## src/rtl/bram_client_pkg.sv

```systemverilog
// Shared types and constants for BRAM client blocks.
package bram_client_pkg;

    typedef enum logic [1:0] {IDLE, INIT, STREAM, DRAIN} bram_state_e;

    localparam int BRAM_READ_LATENCY = 1;
    localparam int RESP_DATA_W       = 32;

    typedef struct packed {
        logic [RESP_DATA_W-1:0] data;
        logic                   last;
    } resp_t;

endpackage

```

## src/rtl/bram_resp_fifo.sv

```systemverilog
// Small response FIFO holding returned BRAM words until the consumer takes them.
// Push and pop in the same cycle are allowed, including when full.
module bram_resp_fifo
    import bram_client_pkg::*;
#(
    parameter int  DEPTH   = 2,
    parameter type entry_t = resp_t
) (
    input  logic                         CLK,
    input  logic                         RST_N,
    input  logic                         push_i,
    input  entry_t                       push_data_i,
    input  logic                         pop_i,
    output entry_t                       head_o,
    output logic                         empty_o,
    output logic [$clog2(DEPTH+1)-1:0]   occ_o
);
    localparam int PW = (DEPTH > 1) ? $clog2(DEPTH) : 1;
    localparam int CW = $clog2(DEPTH + 1);

    entry_t        mem_q [DEPTH];
    logic [PW-1:0] wr_q, rd_q;
    logic [CW-1:0] occ_q;

    function automatic logic [PW-1:0] bump(input logic [PW-1:0] p);
        return (p == PW'(DEPTH - 1)) ? '0 : p + 1'b1;
    endfunction

    always_ff @(posedge CLK) begin
        if (!RST_N) begin
            wr_q  <= '0;
            rd_q  <= '0;
            occ_q <= '0;
        end else begin
            if (push_i) begin
                mem_q[wr_q] <= push_data_i;
                wr_q        <= bump(wr_q);
            end
            if (pop_i) rd_q <= bump(rd_q);
            occ_q <= occ_q + CW'(push_i) - CW'(pop_i);
        end
    end

    assign head_o  = mem_q[rd_q];
    assign empty_o = (occ_q == '0);
    assign occ_o   = occ_q;

endmodule

```

## src/rtl/bram_stream_reader.sv

```systemverilog
// Turns a (base, count) command into a valid/ready stream of BRAM read data.
// Define BRAM_STREAM_READER_INIT_EN to zero-fill the BRAM after every reset.
module bram_stream_reader
    import bram_client_pkg::*;
#(
    parameter int dataSize  = 32,
    parameter int addrSize  = 9,
    parameter int numRows   = 512,
    parameter int fifoDepth = 2
) (
    input  logic                CLK,
    input  logic                RST_N,
    input  logic                cmd_valid,
    output logic                cmd_ready,
    input  logic [addrSize-1:0] cmd_base,
    input  logic [addrSize:0]   cmd_count,
    output logic                out_valid,
    input  logic                out_ready,
    output logic [dataSize-1:0] out_data,
    output logic                out_last,
    output logic                busy,
    output logic                bram_readEnable,
    output logic [addrSize-1:0] bram_readAddr,
    input  logic                bram_readReady,
    input  logic [dataSize-1:0] bram_readData,
    output logic                bram_writeEnable,
    output logic [addrSize-1:0] bram_writeAddr,
    output logic [dataSize-1:0] bram_writeData
);
    typedef struct packed {
        logic [dataSize-1:0] data;
        logic                last;
    } entry_t;

    localparam int                  CW       = $clog2(fifoDepth + 1);
    localparam logic [addrSize-1:0] LAST_ROW = addrSize'(numRows - 1);
`ifdef BRAM_STREAM_READER_INIT_EN
    localparam bram_state_e RESET_STATE = INIT;
`else
    localparam bram_state_e RESET_STATE = IDLE;
`endif

    bram_state_e         state_q;
    logic                cmd_ready_q, inflight_q, last_q;
    logic [addrSize-1:0] addr_q, addr_d;
    logic [addrSize:0]   count_q, issued_q, issued_d;
    logic                issue, final_issue, pop, fifo_empty;
    logic [CW-1:0]       fifo_occ;
    entry_t              head;
`ifdef BRAM_STREAM_READER_INIT_EN
    logic [addrSize-1:0] init_addr_q;
`endif

    // Credit check: a read may only go out if its word is guaranteed a FIFO slot.
    assign pop         = out_valid && out_ready;
    assign issue       = RST_N && (state_q == STREAM) && (issued_q < count_q) && bram_readReady
                         && ((int'(fifo_occ) + int'(inflight_q)) < (fifoDepth + int'(pop)));
    assign issued_d    = issued_q + 1'b1;
    assign final_issue = issue && (issued_d == count_q);
    assign addr_d      = (addr_q == LAST_ROW) ? '0 : addr_q + 1'b1;

    always_ff @(posedge CLK) begin
        if (!RST_N) begin
            state_q     <= RESET_STATE;
            cmd_ready_q <= 1'b0;
            addr_q      <= '0;
            count_q     <= '0;
            issued_q    <= '0;
            inflight_q  <= 1'b0;
            last_q      <= 1'b0;
`ifdef BRAM_STREAM_READER_INIT_EN
            init_addr_q <= '0;
`endif
        end else begin
            inflight_q <= issue;
            last_q     <= final_issue;
            case (state_q)
                IDLE: begin
                    cmd_ready_q <= 1'b1;
                    if (cmd_valid && cmd_ready_q && cmd_count != '0) begin
                        addr_q      <= cmd_base;
                        count_q     <= cmd_count;
                        issued_q    <= '0;
                        cmd_ready_q <= 1'b0;
                        state_q     <= STREAM;
                    end
                end
                STREAM: begin
                    if (issue) begin
                        addr_q   <= addr_d;
                        issued_q <= issued_d;
                        if (final_issue) state_q <= DRAIN;
                    end
                end
                DRAIN: begin
                    if (!inflight_q && fifo_empty) begin
                        state_q     <= IDLE;
                        cmd_ready_q <= 1'b1;
                    end
                end
`ifdef BRAM_STREAM_READER_INIT_EN
                INIT: begin
                    if (init_addr_q == LAST_ROW) begin
                        state_q     <= IDLE;
                        cmd_ready_q <= 1'b1;
                    end else begin
                        init_addr_q <= init_addr_q + 1'b1;
                    end
                end
`endif
                default: state_q <= IDLE;
            endcase
        end
    end

    bram_resp_fifo #(
        .DEPTH   (fifoDepth),
        .entry_t (entry_t)
    ) u_fifo (
        .CLK         (CLK),
        .RST_N       (RST_N),
        .push_i      (inflight_q),
        .push_data_i ('{data: bram_readData, last: last_q}),
        .pop_i       (pop),
        .head_o      (head),
        .empty_o     (fifo_empty),
        .occ_o       (fifo_occ)
    );

    assign cmd_ready       = cmd_ready_q;
    assign busy            = RST_N && (state_q != IDLE);
    assign out_valid       = RST_N && !fifo_empty;
    assign out_data        = out_valid ? head.data : '0;
    assign out_last        = out_valid && head.last;
    assign bram_readEnable = issue;
    assign bram_readAddr   = addr_q;

`ifdef BRAM_STREAM_READER_INIT_EN
    assign bram_writeEnable = RST_N && (state_q == INIT);
    assign bram_writeAddr   = init_addr_q;
    assign bram_writeData   = '0;
`else
    assign bram_writeEnable = 1'b0;
    assign bram_writeAddr   = '0;
    assign bram_writeData   = '0;
`endif

endmodule

```

## config.mk

```make
export PLATFORM = sky130hd
export DESIGN_NAME = bram_stream_reader
export DESIGN_NICKNAME = d
export VERILOG_FILES = /design/src/rtl/bram_client_pkg.sv /design/src/rtl/bram_resp_fifo.sv /design/src/rtl/bram_stream_reader.sv
export SDC_FILE = /design/constraint.sdc
export NUM_CORES = 1
export LEC_CHECK = 0
export ABC_AREA = 1
export BUFFER_PORTS_ARGS = -buffer_cell sky130_fd_sc_hd__buf_2
export CAP_MARGIN = 15
export CORE_UTILIZATION = 57
export DETAILED_ROUTE_END_ITERATION = 8
export PLACE_DENSITY_LB_ADDON = 0.2
export SLEW_MARGIN = 25
export SYNTH_ARGS = -nofsm -noshare
export SYNTH_HDL_FRONTEND = slang
export SYNTH_SLANG_ARGS = --single-unit
```

## constraint.sdc

```tcl
create_clock -name CLK -period 7 [get_ports CLK]
set_clock_uncertainty 0.05 [all_clocks]
set_input_delay 0.35 -clock CLK [delete_from_list [all_inputs] [get_ports CLK]]
set_output_delay 0.35 -clock CLK [all_outputs]
set_load 0.01 [all_outputs]
```

* Word-level counts from Yosys, hierarchy flattened
Memories as Yosys holds them, arrays and structs flattened. A register that Yosys moved wholly into a read port is not among the register bits. Cells that the tools add are included.
Cells by class: add/subtract/negate cells 8, magnitude comparators 2, equal/unequal tests 8, mux-type cells 23, reductions and logical operators 24
Operators with widths (count):
- 32-bit 2-to-1 mux | 1
- 9-bit 2-to-1 mux | 3
- 10-bit 2-to-1 mux | 2
- 10-bit one-hot mux with 2 select lines | 1
- 9-bit one-hot mux with 2 select lines | 1
- 1-bit logical AND | 12
- 10-bit by 1-bit adder with 10-bit output (second input constant) | 1
- 10-bit == test | 1
- 10-bit < comparator | 1
- 10-bit nonzero test | 1
- 9-bit by 1-bit adder with 9-bit output (second input constant) | 1
- 9-bit == test (second input constant) | 1
- 1-bit 2-to-1 mux | 9
- 2-bit 2-to-1 mux | 4
- 2-bit inequality test (second input constant) | 4
- 2-bit one-hot mux with 3 select lines | 1
- 2-bit nonzero test | 3
- 2-bit == test (second input constant) | 2
- 2-bit logical NOT | 2
- 2-bit AND reduction | 2
- 4-bit AND reduction | 1
- 2-bit by 1-bit adder with 3-bit output | 1
- 2-bit by 1-bit adder with 3-bit output (first input constant) | 1
- 3-bit < comparator | 1
- 6 further kinds | 8
Storage, ports and cells: bits in registers 38, bits in writable memories 66, input port bits 56, output and inout bits 88, logic and storage cells 76, memories 1
Memory list:
- u_fifo.mem_q | words 2, bits a word 33, rd ports 1, clocked after memory_dff 1, write ports 1, RTL line bram_resp_fifo.sv:21 | entry_t mem_q [DEPTH];

* Depth between registers and ports, before layout
Gate-level depths: netlist of the first run.
depth in word-level cells 11, depth in mapped cells 15, mapped depth without buffers 14

* Modules after synthesis
From an unflattened synthesis of the first run, not the netlist that was laid out.
Second synthesis, totals: cell total of the unflattened synthesis 605, area, all modules 5590.4 um^2
By module, submodules not included:
- bram_stream_reader | instances 1, cells an instance 471, area each 2827.7 um^2, seq. area each 680.7 um^2
- bram_resp_fifo | instances 1, cells an instance 134, area each 2762.6 um^2, seq. area each 2082.0 um^2

* Worst setup path after synthesis of the first run
No wires, ideal clock.
path type input to register, start point input RST_N, end point memory u_fifo.mem_q[1][0] in the netlist's numbering (enable), library setup time 465 ps, arrival time 2815 ps, required time 6485 ps, slack 3670 ps, stages on the path 3, buffers on the path 1, cells stage by stage buf_4 inv_2 nor3_1
On the way: cells in the longest elaborated chain, start to end 2
Ends and longest elaborated chain:
- start: declaration | RTL line bram_stream_reader.sv:12 | input logic RST_N,
- 1-bit 2-to-1 mux | RTL line bram_resp_fifo.sv:30 | if (!RST_N) begin
- 1-bit 2-to-1 mux (not written as such) | RTL line bram_resp_fifo.sv:36 | mem_q[wr_q] <= push_data_i;
- end: declaration | RTL line bram_resp_fifo.sv:21
No other way between the ends.

* Worst setup path in the final report of the first run
start point input RST_N, end point output bram_readEnable
On the way: cells in the longest elaborated chain, start to end 5, elaborated cells between the ends (all ways) 8, classes of those cells add/sub: 1; order compare: 1; reduce/logical: 6
Ends and longest elaborated chain:
- 1-bit logical AND | RTL line bram_stream_reader.sv:132 | assign out_valid = RST_N && !fifo_empty;
- 1-bit logical AND | RTL line bram_stream_reader.sv:55 | assign pop = out_valid && out_ready;
- 2-bit by 1-bit adder with 3-bit output | RTL line bram_stream_reader.sv:57 | && ((int'(fifo_occ) + int'(inflight_q)) < (fifoDepth + int'(pop)));
- 3-bit < comparator | RTL line bram_stream_reader.sv:57
- 1-bit logical AND * | RTL line bram_stream_reader.sv:57
- end: declaration | RTL line bram_stream_reader.sv:22 | output logic bram_readEnable,
Every way passes the cells marked *; elsewhere a longest branch is shown, timed or not.

==> key figures, run 1 <==
Setup path
  • Req. time, crit path: about 6600 ps
  • Crit path buffers/inverters: 3
  • Max FO, Critical Path: 35
  • Cell family with most CP delay: compound AO/OA/AOI/OAI gates
  • Slowest cell delay on critical path: ~750 ps
  • R2R depth: 9
  • Crit path kind: input pin to primary output
  • Most used cell, CP: buf_2
  • Critical path arrival: 2680 ps
  • CP Capture Type: primary output
  • Critical-path cell list: buf_2, inv_2, a21oi_4, nand2_2, o21ai_4, nand2_1, nor3_2, buf_2
  • R2r setup slk: around 4400 ps
  • R2r startpoint: u_fifo.occ_o[1]$_SDFF_PN0_
  • R2R Path End: issued_q[2]$_SDFFE_PN0P_
  • CP Launch Type: input pin
  • Worst path slowest cell: a21oi_4

Timing
  • Max transition margin: about 37%
  • Fin crit share: between 40 and 50%
  • # setup viols final: 0
  • RSZ-0062 raised after global routing: no
  • Fmax: around 0.32 GHz
  • Final Hold Fails: 0
  • Slew Viols, Final: 0
  • Setup TNS: 0 ps
  • Slew @ Worst Pin: 949 ps
  • Final worst path period need: roughly 3100 ps
  • Worst setup margin: 3920 ps

Clock tree
  • CTS Root Cell: clkbuf_8
  • CTS resizes: 0
  • Total CTS buffers: 9
  • Max clock buf depth: 2
  • CTS tree: yes
  • Hold Buf Count CTS: 0
  • Clk sinks: 105
  • H-Tree Depth: 3
  • CTS clk-pin slew, worst paths: 100 ps
  • Clk_lat worst skew: around 360 ps
  • Setup Buffers After CTS: 0

Power and ir drop
  • Total power: approximately 0.0012 W
  • Power share of the combinational group: between 10% and 20%
  • Internal power: just over 0.0009 W
  • Sw Pwr: ~0.00033 W
  • Clock power share: a little over 30%
  • Peak supply drop: slightly above 0.1 mV
  • PwrDens: 207 mW/mm^2
  • Switching part of the total power: 26.9%
  • Static Leak: ~2.9 nW
  • Flop pwr share: a little under three fifths

Layout
  • Final #Nets: around 750
  • # diodes: 0
  • FILL cells: ~770
  • Fraction of layout instances using a drive strength above 1: a little under a quarter
  • Finished Layout Cells: roughly 800
  • Post-layout util: between 60% and 70%
  • Area delta synth->final: 11.7%

Floorplanning
  • I/O Pins: around 140
  • Die W: between 90 and 100 um
  • Total die area: 0.00985 mm^2
  • Standard-cell rows: 35
  • Initial Util: about three fifths
  • Vert. Die Dim: a little under 100 um
  • Core Area: 0.00920 mm^2

Run status
  • Outcome: finished, final reports clean

Global route
  • Vias in the first global route: 3852
  • Largest net degree at the start of global routing: 36
  • First-pass GRT wire length: 17.3 mm
  • Total Routing Usage GR: between 20 and 25%
  • Initial antenna violation count: 0
  • Grt total ovfl: 0

Worst hold path
  • Worst hold stages: 1
  • Hold Crit Class: input pin to register
  • Hold Path End: u_fifo.mem_q[0][24]$_DFFE_PP_
  • Worst Hold Launch: bram_readData[23]

Routing
  • Vias/cell: roughly 5
  • 1st-iter DRT viols: between 100 and 150
  • Final ANT Viol Nets: 0
  • DRC Markers: 0
  • Total number of vias: around 4000
  • Drt wl/cell: around 13 um
  • Drt pass-1 iters: 4
  • Final WL: ~10 mm

Placement
  • Input/output buffers: between 100 and 150
  • Placed Cells: roughly 780
  • GPL Wtd Cong: 0.821
  • Pre-CTS WS: ~3800 ps
  • DP Wirelength: roughly 7.4 mm

Logic synthesis
  • Flops & latches, synth: ~110
  • Yosys top cell by area: edfxtp_1
  • Mean post-synth cell area: roughly 9 um^2
  • Largest cells by area after synthesis: edfxtp_1 (37%), dfxtp_1 (14%), nand2_1 (9.3%)
  • Synth warn: 0
  • Post-Synthesis Cells: between 500 and 600
  • Mapped cell area: ~0.0054 mm^2
  • Number of distinct library cells after synthesis: 39
  • Synth top area share: around 37%
  • Register area share after synthesis: between 50% and 60%

Job
  • Maxcap violations: 0
## power groups by stage
stage          registers (W)  clock network [W]  logic [W]
4_1_cts             0.000692           0.000389   0.000172
5_1_grt             0.000695           0.000411   0.000199
3_5_place_dp        0.000706                  0   0.000171
3_3_place_gp        0.000705                  0   0.000164
6_report            0.000693           0.000380   0.000172
2_1_floorplan       0.000704                  0   0.000137
## kinds of logic after synthesis
logic type,share of synthesized area (%)
compound gates,5.53
xor+xnor,1.30
fa+ha+maj,3.95
buf+inv,12.8
flops,51.3
mux,7.08
other cells,0.0696
simple gates,18.0
## registers in the layout, summed over array words and instances, names as in the netlist, named ones only
signal and cells:
count_q 10, cmd_ready 1, inflight_q 1, bram_readAddr 9, state_q 2, last_q 1
u_fifo.wr_q 1, issued_q 10, u_fifo.rd_q 1, u_fifo.occ_o 2, u_fifo.mem_q 66
## cells in the mapped netlist
cell type    n
a21oi_4      1
nor2_1      53
a21oi_1     22
mux2_2      33
buf_2        3
xor2_1       7
nand4_1      4
a22oi_1      1
xnor2_1      1
nor3b_1      1
or2_2        2
a21o_1       1
conb_1       1
clkbuf_1     9
dfxtp_1     39
a31oi_1      3
a32oi_1      1
inv_1       76
nand3_4      1
nand3b_1     1
o21ai_4      1
inv_2        1
buf_1        1
nand2_1    134
ha_1        17
o21ai_0     16
nor4_1       2
or4_1        1
o21bai_1     2
nor3_1       2
and2_1       1
clkinv_1     1
a22o_1       2
mux2i_1      1
edfxtp_1    66
nand2_2      2
nand3_1     28
nor3_2       1
buf_4       46
## layer usage
metal	GRT usage, %	part of all wire (%)	vias to the layer above	routed length (um)
met5	0	0	-	0
met4	10.9	2.1	0	223
met3	4.36	5.8	21	603
met2	37.0	49	143	5100
met1	28.2	44	1839	4560
li1	-	-	2008	-
## stage by stage
stage                     instance area (um^2)  hold WS, ps
final                                     6020          121
after global routing                      6020          101
after CTS                                 6020          104
after detailed placement                  5820          373
after global placement                    5820          360
after floorplan                           5540          354
## layout by cell type, fill, tap and decap left out, types with 7 or more instances in the layout
cell type	synthesis	final
ha_1	17	17
dfxtp_1	39	39
nor2_1	53	52
nand3_1	28	28
buf_2	3	101
mux2_2	33	33
edfxtp_1	66	66
nand2_1	134	134
a21oi_1	22	22
inv_1	76	76
xor2_1	7	7
o21ai_0	16	16
conb_1	1	42
clkbuf_8	0	9
## area by class of cell
cell class,count,area (um^2),share of cell area [%]
flip-flops and latches,105,2760,45.9
multi-input cells,384,2100,34.9
repair buffers,103,520,8.65
inverters,78,293,4.86
well taps,111,139,2.31
clock buffers,9,124,2.06
clock inverters,7,77.6,1.29
## worst max-delay path by stage
| stage | startpoint | to | cells after the start | slack (ps) |
|---|---|---|---|---|
| after global placement | RST_N | bram_readAddr[7]$_SDFFE_PN0P_ | 9 | 3850 |
| after detailed placement | RST_N | bram_readAddr[7]$_SDFFE_PN0P_ | 9 | 3770 |
| after floorplan | RST_N | u_fifo.mem_q[1][0]$_DFFE_PP_ | 3 | 3670 |
| after CTS | RST_N | bram_readEnable | 8 | 3870 |
| final | RST_N | bram_readEnable | 8 | 3920 |
| after global routing | RST_N | bram_readEnable | 8 | 3570 |
## worst register-to-register path, delay by kind of cell, from the launching register on
kind	cells	cell delay [ps]
AO/OA/AOI/OAI	2	960
buffers and inverters	1	110
flip-flops	1	410
AND/OR/NAND/NOR	6	1020
Power figures use the tool's default switching activity.
==> run 2, diff against run 1 <==
Settings changed: ABC_AREA 1 to 0, CORE_UTILIZATION 57 to 47.
Clock period 7 ns to 2.6 ns, I/O delays scaled along.
==> run 2 against run 1 <==
Net effect:
- utilization fell by 5.3 points
- die area increased by 15%
- synthesized cell count is 19% lower
- largest cell class unchanged
- clock power rose to 2.6 times the previous value
==> key figures, run 2 <==
Logic synthesis
  • Top_reg_cell synth: edfxtp_1
  • Post-synth top cells: nor2_1 (76), edfxtp_1 (66), buf_4 (44)
  • Yosys top cell by area: edfxtp_1
  • Post-synth EDFFs: 66
  • Mean post-synth cell area: roughly 11 um^2
  • Flops & latches, synth: 105
  • Post-Synthesis Cells: ~470
  • Synth async-reset ratio: 0%
  • Top-count cell post-synth: nor2_1
  • Largest cells by area after synthesis: edfxtp_1 (39%), dfxtp_1 (15%), mux2i_1 (6.8%)
  • Synth warn: 0
  • Register area share after synthesis: a little over half
  • Number of distinct library cells after synthesis: between 50 and 60
  • Synth top area share: between 30% and 40%
  • Mapped cell area: slightly above 0.005 mm^2

Setup path
  • Max FO, Critical Path: 10
  • CP Capture Type: primary output
  • Req. time, crit path: between 2000 and 2500 ps
  • Critical-path cell list: ha_1, and4_1, o21ai_0, a41oi_1, or2_4, inv_1, buf_2
  • CP Launch Type: register
  • Critical path arrival: roughly 2300 ps
  • Slowest cell delay on critical path: approximately 480 ps
  • Worst path slowest cell: dfxtp_1
  • Crit path kind: register to primary output

Routing
  • Final WL: roughly 10 mm
  • 1st-iter DRT viols: roughly 130
  • Final ANT Viol Nets: 0
  • Vias/cell: between 4 and 5
  • Drt wl/cell: approximately 14 um
  • Drt pass-1 iters: 4
  • Total number of vias: approximately 3800
  • DRC Markers: 0

Floorplanning
  • Initial Util: a little under 50%
  • Total die area: 0.0114 mm^2
  • Vert. Die Dim: 107 um
  • Core Area: approximately 0.010 mm^2
  • Standard-cell rows: 37
  • I/O Pins: between 100 and 150
  • Die W: around 110 um

Global route
  • Initial antenna violation count: 0
  • Met3 Usage GRT: approximately 3.3%
  • Vias in the first global route: about 3600
  • Most Crowded Layer GR: met2
  • Met1 GRT Util: between 20% and 30%
  • Total Routing Usage GR: between 15 and 20%
  • Met2 Track Usage GR: between 30% and 40%
  • First-pass GRT wire length: between 15 and 20 mm
  • Grt total ovfl: 0
  • Largest net degree at the start of global routing: 35

Job
  • Maxcap violations: 0

Placement
  • Area after DPL: 0.00565 mm^2
  • Input/output buffers: 101
  • DP Wirelength: between 7 and 8 mm
  • GPL Wtd Cong: ~0.91

Timing
  • Slew @ Worst Pin: ~560 ps
  • RSZ-0062 raised after global routing: no
  • Fmax: 0.412 GHz
  • # setup viols final: 0
  • Slew Viols, Final: 0
  • Fin crit share: between 90% and 100%
  • Final worst path period need: roughly 2400 ps
  • Final Hold Fails: 0
  • Setup TNS: 0 ps
  • Max transition margin: 62.6%

Power and ir drop
  • PwrDens: 508 mW/mm^2
  • Peak supply drop: between 0.2 and 0.3 mV
  • Static Leak: approximately 2.6 nW

Layout
  • Post-layout util: between 60% and 70%
  • # diodes: 0
  • Fraction of layout instances using a drive strength above 1: a little under a quarter
  • Final #Nets: a little under 700
  • Most frequent cells in the layout: buf_2 (101), nor2_1 (75), edfxtp_1 (66)
  • Max reg flops: 66
  • Biggest register: u_fifo.mem_q
  • Largest registers: u_fifo.mem_q x66, count_q x10, issued_q x10
  • Most common cell after layout, fill and taps aside: buf_2
  • Final instance area: around 0.0063 mm^2
  • Area delta synth->final: 22.5%

Clock tree
  • CTS Root Cell: clkbuf_8
  • H-Tree Depth: 3
  • Total CTS buffers: 9
  • Clk_lat worst skew: around 370 ps
  • Max clock buf depth: 2
  • Setup Buffers After CTS: 0
  • CTS tree: yes
  • Clk sinks: around 110
  • CTS clk-pin slew, worst paths: around 100 ps

Run status
  • Outcome: finished, final reports clean

Worst hold path
  • Hold Crit Class: input pin to register
[run 2: cells by family after synthesis]
kind of cell	after synthesis	share of synthesized area (%)
DFF	105	53.8
AOI/OAI and AO/OA	71	9.64
buffers and inverters	82	9.45
xor gates and xnor gates	20	3.41
muxes	36	7.04
adders and majority gates	17	4.14
other	1	0.0730
and+or+nand+nor	139	12.5
[run 2: critical path: cells and delay by family (launching register included)]
family | cells | cell delay, ps
adder cells (fa/ha/maj) | 1 | 310
AND/OR/NAND/NOR | 2 | 530
buffers and inverters | 2 | 290
AO/OA/AOI/OAI | 2 | 270
flip-flops | 1 | 480
[run 2: repair_timing]
item                                    in CTS  in global routing
resized for setup                            0                  1
hold buffers                                44                  0
endpoints found under the hold margin       76                  0
endpoints found under the setup margin       0                  5
[run 2: area by class of cell]
cell class,instances,area (um^2)
timing repair buffer,156,1030
fill,917,4170
inverter,19,71.3
clock inverter,7,73.8
sequential,105,2760
multi-input combinational,325,2060
clock buffer,9,124
tap,136,170
[run 2: per-layer routing]
metal | part of all wire, % | wire length, um | up-vias
met1 | 44 | 4550 | 1769
li1 | - | - | 1871
met2 | 49 | 5070 | 96
met5 | 0 | 0 | -
met3 | 4.8 | 496 | 16
met4 | 1.8 | 187 | 0
[run 2: final timing paths]
path	to	start	cells past startpoint	slack, ps
hold / removal	bram_readAddr[1]$_SDFFE_PN0P_	cmd_base[1]	3	50
setup / recovery	bram_readEnable	issued_q[5]$_SDFFE_PN0P_	7	170
setup reg to reg	issued_q[7]$_SDFFE_PN0P_	count_q[5]$_SDFFE_PN0P_	9	320
hold reg to reg	u_fifo.mem_q[1][0]$_DFFE_PP_	last_q$_SDFF_PN0_	0	390
[run 2: per-stage QoR]
stage | power (W) | instances | setup slack, ps | hold WS, ps
after floorplan | 0.00212 | 512 | 141 | 179
after global placement | 0.00218 | 697 | 328 | 269
after detailed placement | 0.00219 | 697 | 201 | 272
after CTS | 0.00323 | 757 | 19.9 | 41.1
after global routing | 0.00334 | 757 | 14.3 | 39.7
final | 0.00320 | 757 | 174 | 46.0
[run 2: power by group]
group	total, W	internal [W]	leakage [nW]	switching (W)
Combinational	0.000377	0.000175	1.56	0.000202
Clock	0.000987	0.000384	0.102	0.000604
Sequential	0.00183	0.00180	0.907	0.0000334
Total	0.00320	0.00236	2.56	0.000839
==> run 3, diff against run 2 <==
Settings changed: RECOVER_POWER set to 25.
==> run 3 against run 2 <==
Net effect:
- combinational power barely moved
- die area did not move
- flip-flop and latch count did not move
- register-to-register slack barely moved
- sequential power barely moved
- critical path depth did not move
- global-route usage did not move
- worst setup slack got worse by 1.7 ps
- via count rose by 0.13%
- first-iteration DRC count rose by 3.0%
- highest routed layer unchanged
==> key figures, run 3 (same netlist as run 2, synthesis figures left out) <==
Run status
  • Outcome: finished, final reports clean

Setup path
  • Crit path buffers/inverters: 2
  • Cell family with most CP delay: simple AND/OR/NAND/NOR gates
  • Crit path kind: register to primary output
  • Worst setup path end: bram_readEnable
  • Critical-path cell list: ha_1, and4_1, o21ai_0, a41oi_1, or2_4, inv_1, buf_2
  • Worst path slowest cell: dfxtp_1
  • Crit path depth: 7
  • CP Launch Type: register
  • Slowest cell delay on critical path: about 480 ps
  • Critical path arrival: 2250 ps
  • R2r startpoint: count_q[5]$_SDFFE_PN0P_
  • Req. time, crit path: between 2000 and 2500 ps
  • R2R depth: 9
  • Max FO, Critical Path: 10
  • CP Capture Type: primary output
  • R2r setup slk: 320 ps
  • R2R Path End: issued_q[7]$_SDFFE_PN0P_
  • Setup crit start: issued_q[5]$_SDFFE_PN0P_

Clock tree
  • Setup Buffers After CTS: 0
  • Total CTS buffers: 9
  • Max clock buf depth: 2
  • Clk sinks: around 110
  • H-Tree Depth: 3
  • CTS Root Cell: clkbuf_8
  • CTS clk-pin slew, worst paths: about 100 ps
  • CTS tree: yes
  • Clk_lat worst skew: 370 ps

Layout
  • Finished Layout Cells: around 760
  • Area delta synth->final: 22.1%
  • Final instance area: about 0.0063 mm^2
  • Fraction of layout instances using a drive strength above 1: between 20% and 30%
  • # diodes: 0
  • Biggest register: u_fifo.mem_q
  • Max reg flops: 66
  • Most frequent cells in the layout: buf_2 (84), nor2_1 (75), edfxtp_1 (66)
  • Largest registers: u_fifo.mem_q x66, count_q x10, issued_q x10
  • Most common cell after layout, fill and taps aside: buf_2
  • Final #Nets: slightly below 700

Routing
  • Drt pass-1 iters: 4
  • Drt wl/cell: 13.6 um
  • DRC Markers: 0
  • 1st-iter DRT viols: 137
  • Final ANT Viol Nets: 0
  • Total number of vias: roughly 3800
  • Vias/cell: 4.96
  • Final WL: around 10 mm

Placement
  • DP Wirelength: 7.17 mm
  • Placed Cells: about 700
  • Area after DPL: roughly 0.0057 mm^2
  • Input/output buffers: 101
  • GPL Wtd Cong: around 0.9

Global route
  • Initial antenna violation count: 0
  • Total Routing Usage GR: a little under a fifth
  • First-pass GRT wire length: about 17 mm
  • Grt total ovfl: 0
  • Largest net degree at the start of global routing: 35
  • Vias in the first global route: 3571

Timing
  • Final worst path period need: around 2400 ps
  • Fin crit share: between 90% and 100%
  • Final Hold Fails: 0
  • # setup viols final: 0
  • Setup TNS: 0 ps
  • RSZ-0062 raised after global routing: no
  • Slew Viols, Final: 0
  • Fmax: about 0.41 GHz
  • Max transition margin: roughly 63%
  • Slew @ Worst Pin: roughly 560 ps

Power and ir drop
  • PwrDens: approximately 510 mW/mm^2
  • Static Leak: roughly 2.5 nW
  • Total power: around 0.0032 W
  • Peak supply drop: around 0.27 mV

Floorplanning
  • Core Area: 0.0105 mm^2
  • Die W: between 100 and 150 um
  • I/O Pins: roughly 140
  • Total die area: roughly 0.011 mm^2
  • Initial Util: 49.1%
  • Vert. Die Dim: about 110 um
  • Standard-cell rows: 37

Worst hold path
  • Hold Crit Class: input pin to register

Job
  • Maxcap violations: 0
[run 3: worst min path at each step]
stage	endpoint	from	slack, ps	cells after the start
after floorplan	u_fifo.mem_q[0][10]$_DFFE_PP_	bram_readData[9]	180	0
after global placement	u_fifo.mem_q[1][24]$_DFFE_PP_	bram_readData[23]	270	1
after detailed placement	u_fifo.mem_q[1][7]$_DFFE_PP_	bram_readData[6]	270	1
after CTS	bram_readAddr[0]$_SDFFE_PN0P_	cmd_base[0]	40	3
after global routing	bram_readAddr[1]$_SDFFE_PN0P_	cmd_base[1]	40	3
final	bram_readAddr[1]$_SDFFE_PN0P_	cmd_base[1]	40	3
[run 3: area by class of cell]
cell class	instances	area (um^2)
clock buffers	9	124
well taps	136	170
inverters	19	71.3
repair buffers	156	1010
flip-flops and latches	105	2760
clock inverters	7	73.8
fillers	927	4190
multi-input cells	325	2060
[run 3: metrics by stage]
step	hold slack, ps	worst slack (ps)	util, %
after floorplan	179	141	-
after global placement	269	328	54.0
after detailed placement	272	201	54.0
after CTS	41.1	19.9	60.1
after global routing	39.7	14.3	60.0
final	45.0	172	60.0
[run 3: worst min-delay path, delay by kind of cell]
family                 cells  cell delay, ps
buffers and inverters      1             100
AOI/OAI and AO/OA          2             190
[run 3: power breakdown]
group | leakage (nW) | internal (W) | switching [W]
combinational | 1.51 | 0.000172 | 0.000202
clock | 0.102 | 0.000384 | 0.000602
sequential | 0.907 | 0.00180 | 0.0000334
[run 3: metal layers]
| metal | part of all wire, % | wire (um) | up-vias | global-route usage [%] |
|---|---|---|---|---|
| li1 | - | - | 1871 | - |
| met1 | 44 | 4520 | 1775 | 22.6 |
| met2 | 49 | 5070 | 93 | 32.1 |
| met3 | 4.8 | 496 | 18 | 3.31 |
| met4 | 1.9 | 192 | 0 | 7.53 |
| met5 | 0 | 0 | - | 0 |
[run 3: repair_timing]
action                                  4_1_cts  5_1_grt
endpoints found under the hold margin        76        0
endpoints found under the setup margin        0        5
hold buffers                                 44        0
resized for setup                             0        1
